--- src/rtl/lsu_dbus_ctrl.sv ---
// MEM-stage LSU data-bus controller: store lane formatting, load alignment/extension, HDU stall.
// Optional misalignment trapping is enabled by defining LSU_MISALIGN_CHECK_EN.
module lsu_dbus_ctrl #(
    parameter int unsigned AW = 32,
    parameter int unsigned DW = 32
) (
    input  logic          clk,
    input  logic          rst_b,
    input  logic          mem_mem_read,
    input  logic          mem_mem_write,
    input  logic [2:0]    mem_funct3,
    input  logic [AW-1:0] mem_address,
    input  logic [DW-1:0] mem_wdata,
    input  logic          trap_take,
    output logic          dbus_read,
    output logic          dbus_write,
    output logic [AW-1:0] dbus_address,
    output logic [DW-1:0] dbus_writedata,
    output logic [3:0]    dbus_byteenable,
    input  logic          dbus_waitrequest,
    input  logic [DW-1:0] dbus_readdata,
    input  logic          dbus_readdatavalid,
    output logic          lsu_dbus_busy,
    output logic [DW-1:0] lsu_rdata,
    output logic          lsu_load_misaligned,
    output logic          lsu_store_misaligned
);

    typedef enum logic [0:0] {StIdle, StWaitRdata} state_e;

    state_e        state_q, state_d;
    logic [1:0]    addr_lo_q, addr_lo_d;
    logic [2:0]    funct3_q, funct3_d;
    logic          drop_q, drop_d;
    logic [DW-1:0] rdata_q, rdata_d;

    logic          is_idle;
    logic          req_rd, req_wr;
    logic [3:0]    st_be;
    logic [DW-1:0] st_data;
    logic [7:0]    ld_byte;
    logic [15:0]   ld_half;
    logic [DW-1:0] ld_data;

    assign is_idle = (state_q == StIdle);

`ifdef LSU_MISALIGN_CHECK_EN
    logic mis_ld, mis_st;

    always_comb begin
        unique case (mem_funct3)
            3'b000, 3'b100: mis_ld = 1'b0;
            3'b001, 3'b101: mis_ld = mem_address[0];
            default:        mis_ld = (mem_address[1:0] != 2'b00);
        endcase
        unique case (mem_funct3)
            3'b000:  mis_st = 1'b0;
            3'b001:  mis_st = mem_address[0];
            default: mis_st = (mem_address[1:0] != 2'b00);
        endcase
    end

    assign lsu_load_misaligned  = is_idle & mem_mem_read & ~trap_take & mis_ld;
    assign lsu_store_misaligned = is_idle & mem_mem_write & ~mem_mem_read & ~trap_take & mis_st;
`else
    assign lsu_load_misaligned  = 1'b0;
    assign lsu_store_misaligned = 1'b0;
`endif

    // Loads take priority should both strobes ever be asserted together.
    assign req_rd = mem_mem_read & ~trap_take & ~lsu_load_misaligned;
    assign req_wr = mem_mem_write & ~mem_mem_read & ~trap_take & ~lsu_store_misaligned;

    always_comb begin
        unique case (mem_funct3)
            3'b000: begin
                st_be   = 4'b0001 << mem_address[1:0];
                st_data = {4{mem_wdata[7:0]}};
            end
            3'b001: begin
                st_be   = 4'b0011 << {mem_address[1], 1'b0};
                st_data = {2{mem_wdata[15:0]}};
            end
            default: begin
                st_be   = 4'hF;
                st_data = mem_wdata;
            end
        endcase
    end

    assign ld_byte = dbus_readdata[{addr_lo_q, 3'b000} +: 8];
    assign ld_half = addr_lo_q[1] ? dbus_readdata[31:16] : dbus_readdata[15:0];

    always_comb begin
        unique case (funct3_q)
            3'b000:  ld_data = {{24{ld_byte[7]}}, ld_byte};
            3'b001:  ld_data = {{16{ld_half[15]}}, ld_half};
            3'b100:  ld_data = {24'b0, ld_byte};
            3'b101:  ld_data = {16'b0, ld_half};
            default: ld_data = dbus_readdata;
        endcase
    end

    always_comb begin
        state_d       = state_q;
        addr_lo_d     = addr_lo_q;
        funct3_d      = funct3_q;
        drop_d        = drop_q;
        rdata_d       = rdata_q;
        dbus_read     = 1'b0;
        dbus_write    = 1'b0;
        lsu_dbus_busy = 1'b0;
        unique case (state_q)
            StIdle: begin
                dbus_read     = req_rd;
                dbus_write    = req_wr;
                lsu_dbus_busy = req_rd | (req_wr & dbus_waitrequest);
                if (req_rd && !dbus_waitrequest) begin
                    state_d   = StWaitRdata;
                    addr_lo_d = mem_address[1:0];
                    funct3_d  = mem_funct3;
                    drop_d    = 1'b0;
                end
            end
            StWaitRdata: begin
                lsu_dbus_busy = ~dbus_readdatavalid;
                // A trap kills the load but the bus read must still be drained.
                if (trap_take) drop_d = 1'b1;
                if (dbus_readdatavalid) begin
                    if (!drop_q && !trap_take) rdata_d = ld_data;
                    state_d = StIdle;
                    drop_d  = 1'b0;
                end
            end
            default: state_d = StIdle;
        endcase
    end

    assign dbus_address    = (dbus_read | dbus_write) ? {mem_address[AW-1:2], 2'b00} : '0;
    assign dbus_writedata  = dbus_write ? st_data : '0;
    assign dbus_byteenable = dbus_write ? st_be : 4'b0000;
    assign lsu_rdata       = rdata_q;

    always_ff @(posedge clk or negedge rst_b) begin
        if (!rst_b) begin
            state_q   <= StIdle;
            addr_lo_q <= 2'b00;
            funct3_q  <= 3'b000;
            drop_q    <= 1'b0;
            rdata_q   <= '0;
        end else begin
            state_q   <= state_d;
            addr_lo_q <= addr_lo_d;
            funct3_q  <= funct3_d;
            drop_q    <= drop_d;
            rdata_q   <= rdata_d;
        end
    end

endmodule

--- config.mk ---
export PLATFORM = sky130hd
export DESIGN_NAME = lsu_dbus_ctrl
export DESIGN_NICKNAME = d
export VERILOG_FILES = /design/src/rtl/lsu_dbus_ctrl.sv
export SDC_FILE = /design/constraint.sdc
export NUM_CORES = 1
export LEC_CHECK = 0
export ABC_AREA = 0
export CAP_MARGIN = 20
export CORE_MARGIN = 10
export CORE_UTILIZATION = 32
export DETAILED_ROUTE_END_ITERATION = 10
export GPL_TIMING_DRIVEN = 0
export PLACE_DENSITY = 0.79
export SLEW_MARGIN = 5
export SYNTH_ARGS = -nofsm -noshare
export SYNTH_HDL_FRONTEND = slang
export SYNTH_SLANG_ARGS = --single-unit
--- constraint.sdc ---
create_clock -name clk -period 1.8 [get_ports clk]
set_input_delay 0.36 -clock clk [delete_from_list [all_inputs] [get_ports clk]]
set_output_delay 0.36 -clock clk [all_outputs]
set_load 0.02 [all_outputs]
# Word level (Yosys, flattened, before mapping)
# Cells that the tools add are included.
# classes
n_mux	17
n_eq_ne	6
bitwise	10
n_shift	3
reduce_logical	10
# op_table
cell	n
$pmux 32 s4	1
$mux 32	2
$pmux 32 s2	1
$shiftx 32x6->8	1
$mux 16	1
$pmux 4 s2	1
$mux 1	7
$eq 3x1->1 const B	2
$eq 3x3->1 const B	2
$logic_not 3->1	2
$pmux 1 s2	3
$and 1x1->1	4
$mux 4	1
$not 1->1	4
$reduce_and 2->1	2
$shl 1x2->4 const A	1
$shl 2x2->4 const A	1
$logic_not 1->1	3
$ne 3x3->1 const B	1
$reduce_and 3->1	1
$logic_and 1x1->1	2
$ne 2x1->1 const B	1
$or 1x1->1	2
# totals
wordCells	51
register_bits	39

# Longest topological paths before layout
# depth
word_depth	6
mapped_depth	6
depth_no_buf	4

# Least setup slack after synthesis
# Ideal clock, no wire load.
# synth_path
path_type	register to output
start	register state_q
end	output port dbus_address[10]
n_path_buf	1
t_required_ns	1.440
path_stages_with_launch	5
arrival_ns	1.877
slack_ns	-0.437
cell_sequence	dfrtp_1 nor3b_1 nor2_1 clkbuf_1 nor2b_1
# synth_between
elab_chain_cells	3
# synth_rtl
element	line	rtl
from (decl)	31	state_e state_q, state_d;
from (signal assigned)	146	state_q <= StIdle;
from (signal assigned)	152	state_q <= state_d;
$mux 1	113	unique case (state_q)
net dbus_read	15	output logic dbus_read,
$or 1x1->1	139	assign dbus_address = (dbus_read | dbus_write) ? {mem_address[AW-1:2], 2'b00} : '0;
$mux 32	139	
to (decl)	17	output logic [AW-1:0] dbus_address,
# The timed path passes the listed nets, and every way through them passes these cells.

# Worst setup path in the final report
# layout_path
start	input port trap_take
end	output port dbus_address[13]
# layout_between
elab_chain_cells	5
# layout_rtl
element	line	rtl
from (decl)	14	input logic trap_take,
$not 1->1 *	71, 72	
$and 1x1->1 (on tied branches)	71, 72	
$mux 1	113	
$or 1x1->1 *	139	
$mux 32 *	139	
# Mark *: on every way between the ends. The rest lies on a longest branch, timed or not.

==> run summary <==
The count of unresolved DRC violations after routing is 0. The power per standard cell area came out at 833.5 mW/mm². The setup-violating endpoint count in the final report came out at 68. The total via count in the routed design is 3,775. Input and output buffers added on the ports amount to 206. The number of antenna violations at the first check in global routing is 1. The run finished, with violations left. The design area came out at 0.006151 mm². The layout-stage area growth over the synthesis result is 114.9%.

The count of non-filler cells in the finished layout came out at 722. The clock slew seen by the registers of the worst setup and hold paths came out at 0.08 ns. The number of max-cap violations is 0. Counting tap cells, the placed design contains a total of 697 instances. The category of the critical setup timing path is in -> out.

The detailed router finished its first iteration with 226 violations. The number of register bits inferred by synthesis is 39. Entering global routing, the biggest net connects 40 pins. The placer congestion estimate came out at 0.9148. The worst path in the final design needs a cycle of 2.270 ns, including I/O delays and setup.

Once routing completed, OpenROAD measured the worst setup slack at -0.4702 ns. The peak supply drop came out at 0.0004639 V. The standard-cell row count came out at 34. Summed over all layers, the global routing overflow is 0. The leakage power came out at 2.647 nW.

The post-synthesis cell area is 0.002863 mm². The async set or reset register ratio after synthesis came out at 100.0%. STA classifies the critical path startpoint as an input port.

The max-slew violation count is 0. The average cell area after synthesis came out at 7.534 µm². Setup repair after global routing could not meet its margin everywhere. The die is 114.6 µm wide.

The number of top-level pins is 211. From bottom edge to top edge, the die measures 114.6 µm. In this run, distinct cell masters in the synthesized netlist total 40.

In this run, CTS created clock tree buffers numbering 5. The min-delay analysis places its worst path in the category in -> async. The H-tree generated during clock tree synthesis spans 2 levels.

The cell count after synthesis is 380. The layout cell share with drive strength beyond 1 came out at 32.79%. The worst max-slew margin expressed relative to the limit is 42.06%. The worst endpoint required time came out at 1.44 ns. Among all flip-flop cells after synthesis, the most frequent one is sky130_fd_sc_hd__dfrtp_1.

The worst setup path is captured at an output port. The final reports fail on negative setup slack. The number of flops mapped to enable cells by yosys came out at 0. The length of the first detailed-routing pass in iterations came out at 5. The buffer depth of the longest clock path came out at 2.

Data on the critical path arrives at its endpoint at 1.91 ns. Dividing the detail-routed via count by the number of cells gives 5.229. In the global route stage, overall resource usage came out at 21.70%. During synthesis, Yosys emitted a total of 0 warnings. The die outline area came out at 0.01313 mm². The total count of hold-check failures in the final report is 0. The tree is rooted in a sky130_fd_sc_hd__clkbuf_8. The worst slack at placement is -1.431 ns.

At the pin with the least slew margin, the transition time is 0.8691 ns. TritonCTS built the clock tree. The HPWL after detailed placement is 11,710 µm.

The post-layout utilization of the core came out at 70.53%. The number of sinks driven by the clock tree came out at 39. For this run, the top clock speed supported by timing is 0.4405 GHz. The post-route antenna net violation count is 0. For the final database, setup skew stands at 0.007021 ns. The clock latency on the worst-skew pair came out at 0.29 ns.

The number of global-route vias before repair came out at 4,075. The number of nets in the final layout is 718. The post-synthesis sequential area ratio is 34.09%.

The total routed wirelength came out at 15,040 µm. The critical-path maximum fanout came out at 6. The placeable core area is 0.008721 mm².

The area after detailed placement came out at 0.005613 mm². The initial cell density of the core came out at 32.83%. The detailed-route wire length per cell came out at 20.83 µm. The global-route wire length before repair came out at 22,560 µm. The final critical path takes up 126.1% of the cycle.
[cell usage after synthesis (all sizes together) (2+ instances only)]
library cell / n / share of area (%)
o31ai: 3 / 0.79
mux2i: 15 / 5.2
nand2b: 2 / 0.44
buf: 17 / 3.6
mux2: 4 / 1.6
clkbuf: 17 / 2.3
nor2b: 32 / 7.0
o32ai: 3 / 0.92
a21oi: 59 / 10
and2: 8 / 1.7
a211oi: 9 / 2.4
o221ai: 2 / 0.61
o22ai: 4 / 0.87
nand2: 68 / 8.9
or3: 4 / 0.87
dfrtp: 39 / 34
o21ai: 23 / 4.0
a221o: 2 / 0.70
a311oi: 7 / 2.1
inv: 14 / 1.8
a21o: 2 / 0.52
nor2: 29 / 3.8
nor4: 5 / 1.3
[routing by layer]
| metal | track usage, % | part of all wire [%] |
|---|---|---|
| met5 | 0 | 0 |
| met2 | 40.02 | 54 |
| met1 | 23.48 | 35 |
| met3 | 5.975 | 8.5 |
| met4 | 6.099 | 2.1 |
[power breakdown]
group	total (mW)	internal (mW)	switching, mW	leakage [nW]
Sequential	1.46	1.24	0.219	0.467
Combinational	2.92	1.41	1.51	2.12
Clock	0.752	0.448	0.303	0.0612
Total	5.13	3.09	2.03	2.65
[kinds of logic after synthesis]
kind of cell,share of synthesized area (%)
buffers and inverters,7.736
and+or+nand+nor,26.75
DFF,34.09
muxes,6.818
AOI/OAI and AO/OA,24.48
other,0.1310
[state kept, by name, indices dropped and copies added, names as in the netlist]
name       count
lsu_rdata     32
funct3_q       3
addr_lo_q      2
drop_q         1
state_q        1
[path summary, 6_finish.rpt]
check                              from  depth (start not counted)               end  slack, ns
max                           trap_take                          7  dbus_address[13]      -0.47
min                               rst_b                          1      lsu_rdata[5]       0.18
max reg2reg                addr_lo_q[1]                          6     lsu_rdata[24]       0.07
min reg2reg                lsu_rdata[0]                          2      lsu_rdata[0]       0.49
max in group asynchronous         rst_b                          1           state_q       1.02
min in group clk           lsu_rdata[0]                          2      lsu_rdata[0]       0.49
[repair_timing]
action                                  in CTS  in global routing
pin swaps                                    5                  3
resized for setup                          439                 19
gates cloned                                 5                  1
hold endpoints to repair                     0                  0
buffers inserted                             4                  7
hold buffers                                 0                  0
endpoints found under the setup margin      92                 96
[cell usage in the layout (no fill, tap or decap), drive strengths merged, types with 2 or more instances in the layout]
| cell | count |
|---|---|
| nor4 | 5 |
| or3 | 4 |
| mux2 | 4 |
| o22ai | 4 |
| nand2b | 2 |
| clkdlybuf4s50 | 131 |
| inv | 14 |
| a21oi | 59 |
| nor2 | 29 |
| mux2i | 15 |
| o21ai | 23 |
| a311oi | 7 |
| a221o | 2 |
| o32ai | 3 |
| nand2 | 68 |
| a21o | 2 |
| conb | 4 |
| nor2b | 32 |
| a211oi | 9 |
| and2 | 8 |
| o31ai | 3 |
| clkbuf | 23 |
| o221ai | 2 |
| dlygate4sd2 | 4 |
| buf | 103 |
| dfrtp | 39 |
[through the flow]
stage	total power [mW]	hold WS [ns]	setup TNS (ns)
after floorplan	2.859	0.06441	-1.584
after global placement	4.180	0.4655	-107.03
after detailed placement	4.239	0.4734	-91.80
after CTS	5.104	0.2052	-28.19
after global routing	5.426	0.2514	-30.21
final	5.127	0.1818	-27.62
[area by class of cell]
class | instances | area (µm²)
inverters | 14 | 55.05
plain buffers | 33 | 315.3
multi-input cells | 296 | 2248
flip-flops and latches | 39 | 978.4
well taps | 108 | 135.1
diodes | 1 | 2.502
clock buffers | 6 | 82.58
clock inverters | 2 | 35.03
fillers | 670 | 2570
repair buffers | 223 | 2298
[critical path: stages]
cell and delay [ns]:
sky130_fd_sc_hd__clkdlybuf4s15_1 0.27, sky130_fd_sc_hd__or4b_4 0.63, sky130_fd_sc_hd__inv_4 0.10, sky130_fd_sc_hd__nor2_4 0.08, sky130_fd_sc_hd__clkbuf_16 0.20, sky130_fd_sc_hd__nor2b_4 0.13
sky130_fd_sc_hd__buf_6 0.13
Power figures use the tool's default switching activity.
